## src/rtl/fetch_queue_if.sv

```systemverilog
// Fetch-to-decode queue interface: 2-wide fetch slots in, 2-wide decode slots out.
// Slot 0 is always the older of the pair.
interface fetch_queue_if #(
  parameter int unsigned DEPTH       = 8,
  parameter int unsigned ADDR_WIDTH  = 32,
  parameter int unsigned INSTR_WIDTH = 32
);
  logic                          ext_flush;
  logic                          ext_stall;
  logic [1:0]                    in_valid;
  logic [1:0][ADDR_WIDTH-1:0]    in_pc;
  logic [1:0][INSTR_WIDTH-1:0]   in_instr;
  logic [1:0]                    in_guesses_branch;
  logic [1:0][ADDR_WIDTH-1:0]    in_prediction;
  logic                          fq_stall;
  logic [1:0]                    out_valid;
  logic [1:0][ADDR_WIDTH-1:0]    out_pc;
  logic [1:0][INSTR_WIDTH-1:0]   out_instr;
  logic [1:0]                    out_guesses_branch;
  logic [1:0][ADDR_WIDTH-1:0]    out_prediction;
  logic [$clog2(DEPTH):0]        count;

  modport master (
    output ext_flush, ext_stall, in_valid, in_pc, in_instr, in_guesses_branch, in_prediction,
    input  fq_stall, out_valid, out_pc, out_instr, out_guesses_branch, out_prediction, count
  );

  modport slave (
    input  ext_flush, ext_stall, in_valid, in_pc, in_instr, in_guesses_branch, in_prediction,
    output fq_stall, out_valid, out_pc, out_instr, out_guesses_branch, out_prediction, count
  );
endinterface

```

## src/rtl/fetch_queue.sv

```systemverilog
// Circular instruction queue between 2-wide fetch and 2-wide decode.
// Compacts fetch holes, backpressures when fewer than two slots are free, no bypass.
module fetch_queue #(
  parameter int unsigned DEPTH       = 8,
  parameter int unsigned ADDR_WIDTH  = 32,
  parameter int unsigned INSTR_WIDTH = 32
) (
  input logic          clk,
  input logic          reset,
  fetch_queue_if.slave fq
);
  localparam int unsigned PtrW = $clog2(DEPTH);
  localparam int unsigned CntW = PtrW + 1;

  typedef struct packed {
    logic [ADDR_WIDTH-1:0]  pc;
    logic [INSTR_WIDTH-1:0] instr;
    logic                   guesses_branch;
    logic [ADDR_WIDTH-1:0]  prediction;
  } entry_t;

  entry_t          mem_q [DEPTH];
  logic [PtrW-1:0] head_q, head_d, tail_q, tail_d;
  logic [CntW-1:0] count_q, count_d;

  entry_t [1:0]    in_entry;
  entry_t          rd0, rd1;
  logic            stall, enq_en, deq_en, we0, we1;
  logic [1:0]      valid_out, n_enq, n_deq;
  logic [PtrW-1:0] wa0, wa1;

  // Backpressure depends only on registered occupancy, never on this cycle's dequeue.
  assign stall     = count_q > CntW'(DEPTH - 2);
  assign valid_out = {count_q >= CntW'(2), count_q != '0};

  always_comb begin
    for (int i = 0; i < 2; i++) begin
      in_entry[i] = '{pc:             fq.in_pc[i],
                      instr:          fq.in_instr[i],
                      guesses_branch: fq.in_guesses_branch[i],
                      prediction:     fq.in_prediction[i]};
    end
  end

  assign rd0 = mem_q[head_q];
  assign rd1 = mem_q[head_q + PtrW'(1)];

  assign fq.fq_stall           = stall;
  assign fq.out_valid          = valid_out;
  assign fq.out_pc             = {rd1.pc, rd0.pc};
  assign fq.out_instr          = {rd1.instr, rd0.instr};
  assign fq.out_guesses_branch = {rd1.guesses_branch, rd0.guesses_branch};
  assign fq.out_prediction     = {rd1.prediction, rd0.prediction};
  assign fq.count              = count_q;

  always_comb begin
    enq_en  = ~stall & ~fq.ext_flush & ~reset;
    deq_en  = ~fq.ext_stall & ~fq.ext_flush & ~reset;
    n_enq   = enq_en ? ({1'b0, fq.in_valid[0]} + {1'b0, fq.in_valid[1]}) : 2'd0;
    // Decode takes both presented entries or none.
    n_deq   = deq_en ? ({1'b0, valid_out[0]} + {1'b0, valid_out[1]}) : 2'd0;
    we0     = enq_en & fq.in_valid[0];
    we1     = enq_en & fq.in_valid[1];
    // A lone slot 1 lands at tail, closing the hole.
    wa0     = tail_q;
    wa1     = tail_q + PtrW'(fq.in_valid[0]);
    tail_d  = tail_q + PtrW'(n_enq);
    head_d  = head_q + PtrW'(n_deq);
    count_d = count_q + CntW'(n_enq) - CntW'(n_deq);
  end

  always_ff @(posedge clk) begin
    if (reset || fq.ext_flush) begin
      head_q  <= '0;
      tail_q  <= '0;
      count_q <= '0;
    end else begin
      head_q  <= head_d;
      tail_q  <= tail_d;
      count_q <= count_d;
    end
  end

  // Storage is deliberately left uncleared on reset/flush; occupancy gates visibility.
  always_ff @(posedge clk) begin
    if (we0) mem_q[wa0] <= in_entry[0];
    if (we1) mem_q[wa1] <= in_entry[1];
  end
endmodule

```

## src/flat_wrapper.sv

```systemverilog
// flat-port wrapper written by rule: the top's interface ports become plain ports
module fetch_queue_flat 
#(
  parameter int unsigned DEPTH       = 8,
  parameter int unsigned ADDR_WIDTH  = 32,
  parameter int unsigned INSTR_WIDTH = 32
)
  (clk, reset, fq_ext_flush, fq_ext_stall, fq_in_valid, fq_in_pc, fq_in_instr, fq_in_guesses_branch, fq_in_prediction, fq_fq_stall, fq_out_valid, fq_out_pc, fq_out_instr, fq_out_guesses_branch, fq_out_prediction, fq_count);
  fetch_queue_if #(.DEPTH(DEPTH), .ADDR_WIDTH(ADDR_WIDTH), .INSTR_WIDTH(INSTR_WIDTH)) fq_i ();
  input logic clk;
  input logic reset;
  input wire logic [$bits(fq_i.ext_flush)-1:0] fq_ext_flush;
  input wire logic [$bits(fq_i.ext_stall)-1:0] fq_ext_stall;
  input wire logic [$bits(fq_i.in_valid)-1:0] fq_in_valid;
  input wire logic [$bits(fq_i.in_pc)-1:0] fq_in_pc;
  input wire logic [$bits(fq_i.in_instr)-1:0] fq_in_instr;
  input wire logic [$bits(fq_i.in_guesses_branch)-1:0] fq_in_guesses_branch;
  input wire logic [$bits(fq_i.in_prediction)-1:0] fq_in_prediction;
  output wire logic [$bits(fq_i.fq_stall)-1:0] fq_fq_stall;
  output wire logic [$bits(fq_i.out_valid)-1:0] fq_out_valid;
  output wire logic [$bits(fq_i.out_pc)-1:0] fq_out_pc;
  output wire logic [$bits(fq_i.out_instr)-1:0] fq_out_instr;
  output wire logic [$bits(fq_i.out_guesses_branch)-1:0] fq_out_guesses_branch;
  output wire logic [$bits(fq_i.out_prediction)-1:0] fq_out_prediction;
  output wire logic [$bits(fq_i.count)-1:0] fq_count;
  assign fq_i.ext_flush = fq_ext_flush;
  assign fq_i.ext_stall = fq_ext_stall;
  assign fq_i.in_valid = fq_in_valid;
  assign fq_i.in_pc = fq_in_pc;
  assign fq_i.in_instr = fq_in_instr;
  assign fq_i.in_guesses_branch = fq_in_guesses_branch;
  assign fq_i.in_prediction = fq_in_prediction;
  assign fq_fq_stall = fq_i.fq_stall;
  assign fq_out_valid = fq_i.out_valid;
  assign fq_out_pc = fq_i.out_pc;
  assign fq_out_instr = fq_i.out_instr;
  assign fq_out_guesses_branch = fq_i.out_guesses_branch;
  assign fq_out_prediction = fq_i.out_prediction;
  assign fq_count = fq_i.count;
  fetch_queue #(.DEPTH(DEPTH), .ADDR_WIDTH(ADDR_WIDTH), .INSTR_WIDTH(INSTR_WIDTH)) u_core (.clk(clk), .reset(reset), .fq(fq_i));
endmodule
```

## config.mk

```make
export PLATFORM = sky130hd
export DESIGN_NAME = fetch_queue_flat
export DESIGN_NICKNAME = d
export VERILOG_FILES = /design/src/rtl/fetch_queue_if.sv /design/src/rtl/fetch_queue.sv /design/src/flat_wrapper.sv
export SDC_FILE = /design/constraint.sdc
export NUM_CORES = 2
export LEC_CHECK = 0
export BUFFER_PORTS_ARGS = -buffer_cell sky130_fd_sc_hd__buf_4
export CAP_MARGIN = 20
export CORE_MARGIN = 2
export CORE_UTILIZATION = 65
export CTS_BUF_LIST = sky130_fd_sc_hd__clkbuf_16
export DETAILED_ROUTE_END_ITERATION = 12
export MAX_ROUTING_LAYER = met4
export PLACE_DENSITY = 0.86
export SETUP_SLACK_MARGIN = 0.02
export SLEW_MARGIN = 20
export SYNTH_ARGS = -nofsm -noshare
export SYNTH_HDL_FRONTEND = slang
export SYNTH_SLANG_ARGS = --single-unit
```

## constraint.sdc

```tcl
create_clock -name clk -period 22.1 [get_ports clk]
set_clock_uncertainty 0.15 [all_clocks]
set_input_delay 4.42 -clock clk [delete_from_list [all_inputs] [get_ports clk]]
set_output_delay 4.42 -clock clk [all_outputs]
set_load 0.01 [all_outputs]
```

**Yosys cells after proc, flatten, opt, wreduce, memory -nomap -nowiden**

Memories as Yosys holds them, arrays and structs flattened. A register that Yosys moved wholly into a read port is not among the register bits.
Cells that the tools add are included.

- Register bits after elaboration: 10
- Bits in writable memories: 776
- Input port bits: 200
- Output and inout port bits: 201
- Word-level logic and storage cells: 33
- Memories kept: 1

Memory list:

| memory | depth | width | read ports | clocked after memory_dff | wr ports | line | source |
|---|---|---|---|---|---|---|---|
| u_core.mem_q | 8 | 97 | 2 | 1 | 2 | fetch_queue.sv:22 | `entry_t mem_q [DEPTH];` |

- Add/subtract/negate cells: 8
- Magnitude comparators: 2
- Mux-type cells: 7
- Bitwise gates (word level): 10
- Reductions and logical operators: 2

Operators by type and width:

| kind | count |
|---|---|
| 3-bit by 2-bit adder with 3-bit output | 2 |
| 1-bit AND | 6 |
| 1-bit by 1-bit adder with 2-bit output | 2 |
| 4-bit by 2-bit adder with 4-bit output | 1 |
| 4-bit by 2-bit >= comparator with 1-bit output (second input constant) | 1 |
| 4-bit by 3-bit > comparator with 1-bit output (second input constant) | 1 |
| 1-bit two-way mux | 4 |
| 2-bit two-way mux | 2 |
| 1-bit NOT | 4 |
| 4-bit nonzero test | 1 |
| 4-bit by 2-bit subtractor with 4-bit output | 1 |
| 3-bit by 1-bit adder with 3-bit output | 1 |
| 3-bit by 1-bit adder with 3-bit output (second input constant) | 1 |
| 3-bit two-way mux | 1 |
| 1-bit logical OR | 1 |

**Depth between registers and ports, before layout**

- Depth in word-level cells: 7
- Gate-level depth with buffers: 13
- Mapped depth without buffers: 13

**Least setup slack after synthesis**

No wires, ideal clock.

- Path kind: input -> register
- Start: input port fq_in_valid[0]
- End: memory u_core.mem_q[7][0] (netlist name) (enable)
- Setup time: 585 ps
- Arrival time: 9962 ps
- Required time: 21365 ps
- Path slack: 11403 ps
- Stages on the path: 6
- Path buffers: 1
- Cell sequence: ha_1 -> ha_1 -> and3_1 -> buf_1 -> nand2_1 -> a21oi_1

RTL lines:

| what | line | source |
|---|---|---|
| start: declaration | flat_wrapper.sv:14 | `input wire logic [$bits(fq_i.in_valid)-1:0] fq_in_valid;` |
| end: declaration | fetch_queue.sv:22 |  |

**Final worst setup path**

- Start: register u_core.head_q[0]
- End: output port fq_out_instr[47]

- Cells in the longest elaborated chain, start to end: 2

Ends and longest elaborated chain:

| what | line | source |
|---|---|---|
| start: declaration | fetch_queue.sv:23 | `logic [PtrW-1:0] head_q, head_d, tail_q, tail_d;` |
| start signal: assignment | fetch_queue.sv:74 | `head_q <= '0;` |
| start signal: assignment | fetch_queue.sv:78 | `head_q <= head_d;` |
| 3-bit by 1-bit adder with 3-bit output | fetch_queue.sv:46 | `assign rd1 = mem_q[head_q + PtrW'(1)];` |
| memory read 8 x 97 bit | -- |  |
| end: declaration | flat_wrapper.sv:22 | `output wire logic [$bits(fq_i.out_instr)-1:0] fq_out_instr;` |

No other way between the ends.

==> key figures <==
Clock tree
  • CTS Buffer Depth: 3
  • Clock-pin slew on the worst setup and hold paths: 0.06 ns
  • Clk sink count: 786
  • Number of CTS-inserted buffers: 84
  • Skew-Pair Late Insertion Delay: 0.63 ns
  • CTS Hold Bufs: 0
  • Post-CTS sizing: 0
  • CTS Root Cell: clkbuf_16
  • CTS tree: built
  • CTS H-tree lvls: 3
  • Postcts setup bufs: 0

Setup path
  • CP Data Required Time: 17.53 ns
  • Worst EP arrival: 5.08 ns
  • Worst path bufs/invs: 3
  • Setup CP Type: reg2out
  • CP max stage delay: 1.05 ns
  • Critical path fanouts, max: 63
  • R2R setup slack: 17.73 ns
  • Crit. End Element: output pin
  • Slowest cell on crit path: dfxtp_4
  • CP dominant cell by count: buf_4
  • Nature of the critical path startpoint: flip-flop
  • Cell Chain, Critical Path: ha_4 > buf_4 > buf_4 > mux4_2 > mux2_2 > buf_4
  • Top cell family by delay on the critical path: buffers and inverters

Cells and area
  • Multi-input combinational cell area: 20520 um2
  • Layout cells sized above 1: 66.36%
  • Sequential cell area: 23510 um2
  • Area growth syn-to-layout: 14.55%
  • Filler cell count: 3852
  • Most frequent cells in the layout: mux2_2, edfxtp_1, buf_4, mux4_2, clkbuf_16
  • Commonest non-fill, non-tap cell in the layout: mux2_2
  • Final Core Density: 74.98%
  • Fin nets: 3003

STA
  • Max-slew violations: 0
  • Final worst path period share: 43.65%
  • Max-slew headroom: 21.09%
  • Worst slew pin tran: 1.184 ns
  • Final setup margin: 12.45 ns
  • RSZ-0062 raised after global routing: false
  • Fin. Hold Viols: 0
  • Setup TNS Final: 0 ns
  • Max Freq: 0.1037 GHz
  • Fin Hold WS: 0.5812 ns
  • Min Tclk post-route: 9.646 ns
  • # setup viols final: 0

Power and ir drop
  • P_leak: 16.75 nW
  • P per Cell Area: 66.21 nW/um2
  • Clock power share: 40.8%
  • Sequential Power Share: 49.1%
  • Logic pwr share: 10.1%
  • VDD IR max: 0.00005520 V
  • Sw frac: 22.14%
  • Total design power: 3.399 mW
  • Sw power: 752.7 uW
  • P_int: 2.646 mW

Floorplanning
  • Die area: 71060 um2
  • Core box area: 68470 um2
  • Initial Util: 65.45%
  • Number of I/O pins: 401
  • Row cnt: 96
  • Die H: 266.6 um
  • Chip width: 266.6 um

Placement
  • Place WS: 12.94 ns
  • Gpl congestion: 0.8394
  • # port buffers: 400
  • DP HPWL: 70.50 mm

Routing
  • Via density: 7.267
  • Via count: 27310
  • ANT nets after route: 0
  • Iteration-0 DRC Markers: 3009
  • DR DRC count: 1
  • Drt pass-1 iters: 9
  • Final WL: 123.2 mm
  • WL/cell: 32.77 um

Synthesis
  • EDFF count, synth: 776
  • Share of flip-flops with an asynchronous set or reset: 0%
  • Yosys reg bits: 786
  • Mapped cell area: 44810 um2
  • Average size of a mapped cell: 18.37 um2
  • Yosys cell types: 36
  • Register area share after synthesis: 52.45%
  • Syn Inst Count: 2440
  • Top_reg_cell synth: edfxtp_1
  • Net Count, Synth: 2657
  • Yosys warnings: 0

GRT
  • Initial antenna violation count: 27
  • First-pass GRT wire length: 181.1 mm
  • Largest net degree at the start of global routing: 69
  • Number of global-route vias before repair: 28130
  • Grt total ovfl: 0
  • Total GRT Usage: 35.83%

Min path
  • Worst hold-check path type: reg2reg

Run status
  • Failing checks: DRC
  • Outcome: finished, violations left

Run
  • Max Cap Viol: 0
[power groups by stage]
stage,clock network (mW),registers (mW),logic [mW]
after floorplan,0,1.70,0.198
after global placement,0,1.70,0.325
after detailed placement,0,1.70,0.338
after CTS,1.39,1.67,0.341
after global routing,1.45,1.67,0.366
final,1.39,1.67,0.343
[per-layer routing]
metal  up-vias  share of wire (%)  global-route usage (%)
met5         -                  0                       -
met4         0                3.8                   15.17
met3       276                 10                   6.975
met2      1748                 50                   56.78
met1     14290                 36                   45.82
li1      11000                  -                       -
[cells by family (layout without fill, tap and decap cells)]
kind of cell	after synthesis	after routing	synth area share [%]
adder cells (fa/ha/maj)	17	17	0.5082
AND/OR/NAND/NOR	53	53	0.5891
buffers and inverters	204	612	2.172
multiplexers	1358	1358	43.87
AO/OA/AOI/OAI	13	13	0.2011
flip-flops	786	786	52.45
other	0	28	0
XOR/XNOR	9	9	0.2094
[tightest hold or removal path, cell delays in order, from the launching register on]
cell	delay (ns)
dfxtp_1	0.33
inv_1	0.08
ha_1	0.14
xnor2_1	0.07
nor2_1	0.08
[cell usage after synthesis, types with 2 or more instances]
library cell	instances	area, um2
buf_6	5	56.30
and3_1	2	12.51
clkbuf_1	58	217.7
nor2_1	15	56.30
xor2_1	4	35.03
xnor2_1	3	26.28
a21oi_1	6	30.03
and2_1	5	31.28
nand3_1	10	50.05
buf_1	16	60.06
nor2b_1	4	25.02
ha_1	15	187.7
mux2_1	62	698.2
mux2_2	908	10220
mux4_2	388	8738
dfxtp_1	10	200.2
inv_1	9	33.78
nand2b_1	2	12.51
edfxtp_1	776	23300
buf_2	106	530.5
buf_4	10	75.07
nor3b_1	2	15.01
fa_1	2	40.04
a32oi_1	2	17.52
nand2_1	9	33.78
[layout make-up]
type                    count  area share (%)
clock buffers              87           4.241
clock inverters            61          0.9359
inverters                   9         0.06581
diodes                     28          0.1365
multi-input cells        1450           39.97
well taps                 882           2.150
repair buffers            455           6.700
flip-flops and latches    786           45.80
[stage by stage]
stage / std cells / cell area [um2]
floorplan: 2440 / 44810
global placement: 3580 / 48570
detailed placement: 3580 / 48570
CTS: 3728 / 51230
global route: 3757 / 51330
finish: 3758 / 51340
[sequential cells by signal, indices dropped and copies added, names as in the netlist]
name and cells:
u_core.head_q 3, u_core.mem_q 776, u_core.fq.count 4, u_core.tail_q 3
[worst paths after layout]
path         depth (start not counted)                          start                       endpoint
max                                  6    u_core.head_q[0]$_SDFF_PP0_               fq_out_instr[47]
min                                  4  u_core.fq.count[3]$_SDFF_PP0_  u_core.fq.count[3]$_SDFF_PP0_
max reg2reg                          7  u_core.fq.count[3]$_SDFF_PP0_  u_core.mem_q[1][29]$_DFFE_PP_
min reg2reg                          4  u_core.fq.count[3]$_SDFF_PP0_  u_core.fq.count[3]$_SDFF_PP0_
(Power assumes the default switching activity.)
